==> config.mk <==
export PLATFORM = sky130hd
export DESIGN_NAME = gumnut_port_responder
export DESIGN_NICKNAME = d
export VERILOG_FILES = /design/src/rtl/gumnut_port_responder.sv
export SDC_FILE = /design/constraint.sdc
export NUM_CORES = 1
export LEC_CHECK = 0
export CAP_MARGIN = 40
export CORE_MARGIN = 4
export CORE_UTILIZATION = 42
export DETAILED_ROUTE_END_ITERATION = 10
export PLACE_DENSITY_LB_ADDON = 0.15
export SLEW_MARGIN = 20
export SYNTH_ARGS = -nofsm -noshare
export SYNTH_HDL_FRONTEND = slang
export SYNTH_SLANG_ARGS = --single-unit
==> constraint.sdc <==
create_clock -name clk_i -period 2.32 [get_ports clk_i]
set_input_delay 0.464 -clock clk_i [delete_from_list [all_inputs] [get_ports clk_i]]
set_output_delay 0.464 -clock clk_i [all_outputs]
set_load 0.02 [all_outputs]
==> src/rtl/gumnut_port_responder.sv <==
// Gumnut I/O port responder: four 8-bit registers, wait-stated ack, prescaled interrupt timer.
// Optional CTRL.OVR overrun flag enabled by defining GUMNUT_PORT_OVERRUN_EN.
module gumnut_port_responder #(
  parameter logic [7:0]  BASE_ADDR   = 8'h00,
  parameter int unsigned WAIT_STATES = 0,
  parameter int unsigned PRESCALE    = 16
) (
  input  logic       clk_i,
  input  logic       rst_i,
  input  logic       port_cyc_i,
  input  logic       port_stb_i,
  input  logic       port_we_i,
  input  logic [7:0] port_adr_i,
  input  logic [7:0] port_dat_i,
  output logic [7:0] port_dat_o,
  output logic       port_ack_o,
  output logic       int_req_o,
  input  logic       int_ack_i,
  input  logic [7:0] gpio_in_i,
  output logic [7:0] gpio_out_o
);

  typedef enum logic [1:0] {S_IDLE, S_WAIT, S_ACK} state_t;

  localparam int            PW        = (PRESCALE > 1) ? $clog2(PRESCALE) : 1;
  localparam logic [PW-1:0] PRESC_MAX = PW'(PRESCALE - 1);
  localparam logic [3:0]    WS        = 4'(WAIT_STATES);

  localparam logic [1:0] OFS_GPIO_OUT = 2'd0;
  localparam logic [1:0] OFS_GPIO_IN  = 2'd1;
  localparam logic [1:0] OFS_RELOAD   = 2'd2;
  localparam logic [1:0] OFS_CTRL     = 2'd3;

  state_t        state_q, state_d;
  logic [3:0]    wcnt_q;
  logic [1:0]    adr_q;
  logic          we_q;
  logic [7:0]    dat_q;
  logic          req;
  logic          wr_commit;
  logic          rd_load;

  logic [7:0]    gpio_sync1_q, gpio_sync2_q;
  logic [7:0]    reload_q;
  logic [7:0]    count_q;
  logic [PW-1:0] presc_q;
  logic          ten_q, ien_q, pend_q, ovr_q;
  logic          tick, expire, wr_reload, wr_ctrl, pend_clr;
  logic [7:0]    rd_mux;

  assign req = port_cyc_i & port_stb_i & (port_adr_i[7:2] == BASE_ADDR[7:2]);

  // NOTE: sequential state uses non-blocking (<=) so every flop samples pre-edge values.
  always_ff @(posedge clk_i or posedge rst_i) begin
    if (rst_i) state_q <= S_IDLE;
    else       state_q <= state_d;
  end

  // NOTE: default assignment first keeps this combinational block from inferring a latch.
  always_comb begin
    state_d = state_q;
    case (state_q)
      S_IDLE: if (req) state_d = S_WAIT;
      S_WAIT: begin
        if (!req)              state_d = S_IDLE;
        else if (wcnt_q == '0) state_d = S_ACK;
      end
      S_ACK:   state_d = S_IDLE;
      default: state_d = S_IDLE;
    endcase
  end

  always_comb begin
    port_ack_o = (state_q == S_ACK);
    wr_commit  = (state_q == S_ACK) && we_q;
    rd_load    = (state_q == S_WAIT) && req && (wcnt_q == '0) && !we_q;
  end

  // Request capture: the transfer is defined by what the core presented when first seen.
  always_ff @(posedge clk_i or posedge rst_i) begin
    if (rst_i) begin
      wcnt_q <= '0;
      adr_q  <= '0;
      we_q   <= 1'b0;
      dat_q  <= '0;
    end else if (state_q == S_IDLE && req) begin
      wcnt_q <= WS;
      adr_q  <= port_adr_i[1:0];
      we_q   <= port_we_i;
      dat_q  <= port_dat_i;
    end else if (state_q == S_WAIT && wcnt_q != '0) begin
      wcnt_q <= wcnt_q - 4'd1;
    end
  end

  always_ff @(posedge clk_i or posedge rst_i) begin
    if (rst_i) begin
      gpio_sync1_q <= '0;
      gpio_sync2_q <= '0;
    end else begin
      gpio_sync1_q <= gpio_in_i;
      gpio_sync2_q <= gpio_sync1_q;
    end
  end

  assign wr_reload = wr_commit && (adr_q == OFS_RELOAD);
  assign wr_ctrl   = wr_commit && (adr_q == OFS_CTRL);
  assign tick      = ten_q && (presc_q == PRESC_MAX);
  assign expire    = tick && (count_q == '0);
  assign int_req_o = pend_q & ien_q;
  assign pend_clr  = (int_ack_i && int_req_o) || (wr_ctrl && dat_q[7]);

  always_ff @(posedge clk_i or posedge rst_i) begin
    if (rst_i) begin
      gpio_out_o <= '0;
      reload_q   <= 8'hFF;
      ten_q      <= 1'b0;
      ien_q      <= 1'b0;
    end else if (wr_commit) begin
      case (adr_q)
        OFS_GPIO_OUT: gpio_out_o <= dat_q;
        OFS_RELOAD:   reload_q   <= dat_q;
        OFS_CTRL: begin
          ten_q <= dat_q[0];
          ien_q <= dat_q[1];
        end
        default: ;
      endcase
    end
  end

  // A RELOAD write overrides any coincident tick on count and prescaler.
  always_ff @(posedge clk_i or posedge rst_i) begin
    if (rst_i) begin
      count_q <= 8'hFF;
      presc_q <= '0;
    end else if (wr_reload) begin
      count_q <= dat_q;
      presc_q <= '0;
    end else if (ten_q) begin
      presc_q <= tick ? '0 : presc_q + PW'(1);
      if (tick) count_q <= (count_q == '0) ? reload_q : count_q - 8'd1;
    end
  end

  // Expiry takes priority over any clear arriving on the same edge.
  always_ff @(posedge clk_i or posedge rst_i) begin
    if (rst_i)         pend_q <= 1'b0;
    else if (expire)   pend_q <= 1'b1;
    else if (pend_clr) pend_q <= 1'b0;
  end

`ifdef GUMNUT_PORT_OVERRUN_EN
  always_ff @(posedge clk_i or posedge rst_i) begin
    if (rst_i)                    ovr_q <= 1'b0;
    else if (expire && pend_q)    ovr_q <= 1'b1;
    else if (wr_ctrl && dat_q[6]) ovr_q <= 1'b0;
  end
`else
  assign ovr_q = 1'b0;
`endif

  always_comb begin
    rd_mux = '0;
    case (adr_q)
      OFS_GPIO_OUT: rd_mux = gpio_out_o;
      OFS_GPIO_IN:  rd_mux = gpio_sync2_q;
      OFS_RELOAD:   rd_mux = reload_q;
      OFS_CTRL:     rd_mux = {pend_q, ovr_q, 4'b0000, ien_q, ten_q};
      default:      rd_mux = '0;
    endcase
  end

  // Read data is captured entering ACK so it is stable for the whole ack cycle.
  always_ff @(posedge clk_i or posedge rst_i) begin
    if (rst_i)        port_dat_o <= '0;
    else if (rd_load) port_dat_o <= rd_mux;
  end

endmodule

# --- Word-level counts from Yosys, hierarchy flattened ---
# Index checks and enable logic that the tools add are counted.
# W data, S select, Z words.
totals:
  reg_bits: 72
  wordCells: 74
  inputBits: 30
op_classes:
  mux: 16
  n_bitwise: 3
  eq_ne: 8
  add_sub_neg: 3
  reduce_logical: 29
ops:
  columns: ["operator", "n"]
  rows:
  - ["$mux W8", 4]
  - ["$pmux W8 S4", 1]
  - ["$mux W4", 5]
  - ["$logic_and A1 B1 Y1", 12]
  - ["$reduce_and A2 Y1", 5]
  - ["$logic_not A8 Y1", 1]
  - ["$reduce_bool A2 Y1", 4]
  - ["$sub A8 B1 Y8 const B", 1]
  - ["$eq A2 B2 Y1 const B", 3]
  - ["$logic_not A6 Y1", 1]
  - ["$mux W2", 3]
  - ["$add A4 B1 Y4 const B", 1]
  - ["$eq A2 B1 Y1 const B", 2]
  - ["$eq A4 B4 Y1 const B", 1]
  - ["$logic_not A2 Y1", 2]
  - ["$logic_not A4 Y1", 1]
  - ["$pmux W2 S2", 1]
  - ["$reduce_bool A4 Y1", 1]
  - ["$sub A4 B1 Y4 const B", 1]
  - ["$and A1 B1 Y1", 3]
  - ["$ne A3 B2 Y1 const B", 1]
  - ["$mux W1", 2]
  - ["$ne A2 B2 Y1 const B", 1]
  - ["$logic_not A1 Y1", 1]
  - ["$logic_or A1 B1 Y1", 1]

# --- Logic depth before layout (Yosys ltp) ---
depth:
  ltp_word: 7
  ltp_mapped: 7
  depth_no_buf: 6

# --- Worst setup path after synthesis ---
# No wires, ideal clock.
synth_path:
  kind: "register to register"
  from: "register wcnt_q[0]"
  to: "register port_dat_o[0]"
  arrival_time_ns: 1.822
  setup_time_ns: 0.125
  period_less_slack_ns: 1.947
  path_slack_ns: 0.373
  required_ns: 2.195
  stages_incl_launch_ff: 8
  path_cell_list: "dfrtp_1 > inv_1 > ha_1 > nor3b_1 > nand3b_1 > or4_4 > buf_6 > mux2_4"
synth_between:
  elab_chain_cells: 3
synth_lines:
  columns: ["item", "line", "rtl"]
  rows:
  - ["start: declaration", "35", "logic [3:0] wcnt_q;"]
  - ["start signal: assignment", "92", "wcnt_q <= wcnt_q - 4'd1;"]
  - ["$logic_not A4 Y1", "76", "rd_load = (state_q == S_WAIT) && req && (wcnt_q == '0) && !we_q;"]
  - ["$logic_and A1 B1 Y1 (2 in series)", "76", null]
  - ["end signal: assignment", "177", "else if (rd_load) port_dat_o <= rd_mux;"]
  - ["end: declaration", "15", "output logic [7:0] port_dat_o,"]
# Every way passes these cells.
# A chain may end at the register's enable or synchronous reset.

# --- Final worst setup path ---
layout_path:
  from: "register state_q[1]"
  to: "output port port_ack_o"
layout_between:
  elab_chain_cells: 1
layout_lines:
  columns: ["item", "line", "rtl"]
  rows:
  - ["start: declaration", "34", "state_t state_q, state_d;"]
  - ["start signal: assignment", "56", "else state_q <= state_d;"]
  - ["$eq A2 B2 Y1", "74", "port_ack_o = (state_q == S_ACK);"]
  - ["end: declaration", "16", "output logic port_ack_o,"]
# Every way passes these cells.

==> flow_summary.yaml <==
run_status:
  status: "completed"
finish:
  area_growth_pct: 24.72
  nNetsFinal: 353
  post-route-cell-area_um2: 4021
  drive_above_1_share_pct: 25.39
  n_antenna_cell: 0
global_routing:
  track_usage_pct: 16.28
  antenna_found_initial: 0
  grt_pass1_wl_mm: 11.15
  overflow: 0
  grt_pass1_vias: 2202
  grt_max_degree: 73
critical_path:
  critPathKind: "flop to output port"
  endpoint_kind: "output port"
  cp_max_fo: 5
  start_kind: "flop"
  required_ns: 1.86
  critPathArrivalTime_ns: 1.71
timing:
  drv_slew: 0
  clock.fmax_ghz: 0.4598
  period_minus_slack_ns: 2.175
  finalSetupTns_ns: 0
  setup_viol: 0
  finClkSkew_ns: 0.006503
  rsz0062_at_grt: "false"
  relSlewSlack_pct: 51.49
  finalCritPeriodShare_pct: 93.75
  hold_viol_final: 0
  worst_slew_pin_slew_ns: 0.7271
synthesis:
  synth_nets: 300
  ys_async_sr_fraction_pct: 100.0
  yosysMostFrequentCell: "dfrtp_1"
  synth_top_family_by_area: "multiplexers"
  synth_xor_area_share_pct: 1.630
  ys_ff_latch: 72
  yosys.area_share.simple_pct: 13.97
  synth_adder_area_share_pct: 1.940
  seq_area_frac_synth_pct: 56.50
  synth-compound-area-share_pct: 7.218
  yosysWarnings: 0
  synth_enable_flop_cells: 0
  synth_area_leaders: "dfrtp_1 43%, dfstp_2 13%, mux2_2 7.7%"
  yosysTopAreaCell: "dfrtp_1"
  dominantRegCellSynth: "dfrtp_1"
  synth.avg_cell_area_um2: 12.17
  ys_top_cells_by_count: "56 x dfrtp_1, 37 x nand2_1, 22 x mux2_2"
  synth_area_um2: 3224
  synth_cell_type_count: 51
  synthCells: 265
  synth_mux_area_share_pct: 15.99
  synth_top_area_share_pct: 43.46
cts:
  clk_path_buf_depth: 2
  cts_tree: "yes"
  root_buffer: "clkbuf_8"
  cts_setup_buffers: 0
  cts_max_level: 3
  clkTransAtPathRegs_ns: 0.08
  numCtsBuffers: 9
  clock_latency_ns: 0.34
  cts_sinks: 72
place:
  hpwl_mm: 4.805
  numPortBuffers: 47
  place_area_um2: 3837
  place.gp.congestion: 0.7696
detailed_routing:
  wirelength_mm: 6.762
  drtPass1Iterations: 4
  drt_iter0_drc: 139
  vias_per_cell: 5.102
  drc: 0
  wire_per_inst_um: 16.02
  route.antenna.remaining_nets: 0
  num_vias: 2153
min_path:
  min_path_type: "flop to flop"
floorplan:
  io_pins: 48
  die_x_um: 95.62
  die_h_um: 95.62
  coreArea_um2: 7370
  initial_utilization_pct: 43.75
  rows: 31
  die-area_um2: 9143
power_and_ir_drop:
  peakVddDrop_mv: 0.2893
  p_per_area_nw_per_um2: 595.6
  cellLeakagePower_nw: 1.746
job:
  cap_violations: 0
==> critical path: stages, from the launching register on <==
cell	delay [ns]
dfrtp_1	0.45
nor2b_2	0.28
clkdlybuf4s50_1	0.65
==> state kept, by name, summed over array words and instances, names as in the netlist <==
| register | cells |
|---|---|
| adr_q | 2 |
| count_q | 8 |
| dat_q | 8 |
| gpio_out_o | 8 |
| gpio_sync1_q | 8 |
| gpio_sync2_q | 8 |
| ien_q | 1 |
| pend_q | 1 |
| port_dat_o | 8 |
| presc_q | 4 |
| reload_q | 8 |
| state_q | 2 |
| ten_q | 1 |
| wcnt_q | 4 |
| we_q | 1 |
==> cell families after synthesis <==
logic type	count (synthesis)
and+or+nand+nor	85
DFF	72
muxes	41
AOI/OAI and AO/OA	36
buffers and inverters	20
xor gates and xnor gates	6
adders and majority gates	5
==> final timing paths <==
path | start | end | slack [ns] | cells after the start
setup / recovery | state_q[1]$_DFFE_PP0P_ | port_ack_o | 0.14 | 2
hold / removal | gpio_sync1_q[7]$_DFF_PP0_ | gpio_sync2_q[7]$_DFF_PP0_ | 0.35 | 0
setup reg to reg | wcnt_q[0]$_DFFE_PP0P_ | port_dat_o[2]$_DFFE_PP0P_ | 0.22 | 6
hold reg to reg | gpio_sync1_q[7]$_DFF_PP0_ | gpio_sync2_q[7]$_DFF_PP0_ | 0.35 | 0
max in group asynchronous | rst_i | reload_q[1]$_DFFE_PP1P_ | 1.47 | 3
min in group asynchronous | rst_i | gpio_sync1_q[6]$_DFF_PP0_ | 0.52 | 3
==> cells in the final DEF (no fill, tap or decap), drive strengths merged, types with 8 or more instances in the layout <==
cell type	n
dfstp	16
nand2	37
o21ai	12
nor2	12
clkbuf	10
mux2i	8
inv	9
dfrtp	56
mux2	30
clkdlybuf4s50	47
==> layer usage <==
layer	global-route usage, %	vias to the layer above	wire length [µm]
met4	6.398	0	109
met2	24.96	49	3104
met3	3.473	10	293
li1	-	1047	-
met5	0	-	0
met1	22.56	1047	3255
==> through the flow <==
| stage | utilization, % | worst slack, ns | hold WS [ns] | std cells | total power, mW |
|---|---|---|---|---|---|
| floorplan | - | 0.05756 | 0.3312 | 265 | 1.432 |
| global placement | 52.07 | -0.03482 | 0.3318 | 406 | 1.516 |
| detailed placement | 52.07 | -0.03623 | 0.3347 | 406 | 1.519 |
| CTS | 54.53 | 0.04260 | 0.3520 | 422 | 2.424 |
| global route | 54.57 | 0.05991 | 0.3578 | 422 | 2.511 |
| finish | 54.57 | 0.1449 | 0.3500 | 422 | 2.395 |
==> final cells by class <==
class	instances	area [µm²]
multi-input cells	173	1316
flip-flops and latches	72	1822
repair buffers	54	548.0
well taps	99	123.9
fillers	665	3348
clock inverters	6	43.79
clock buffers	10	137.6
inverters	8	30.03
==> where the power goes <==
part	internal [mW]	switching, mW
clock	0.419	0.486
combinational	0.0911	0.0651
sequential	1.30	0.0371
==> timing repair <==
action                     CTS  global route
hold endpoints to repair     0             0
hold buffers                 0             0
setup endpoints to repair    0             1
gates resized for setup      0             1
Note: power is estimated with default switching activity, not from simulation.
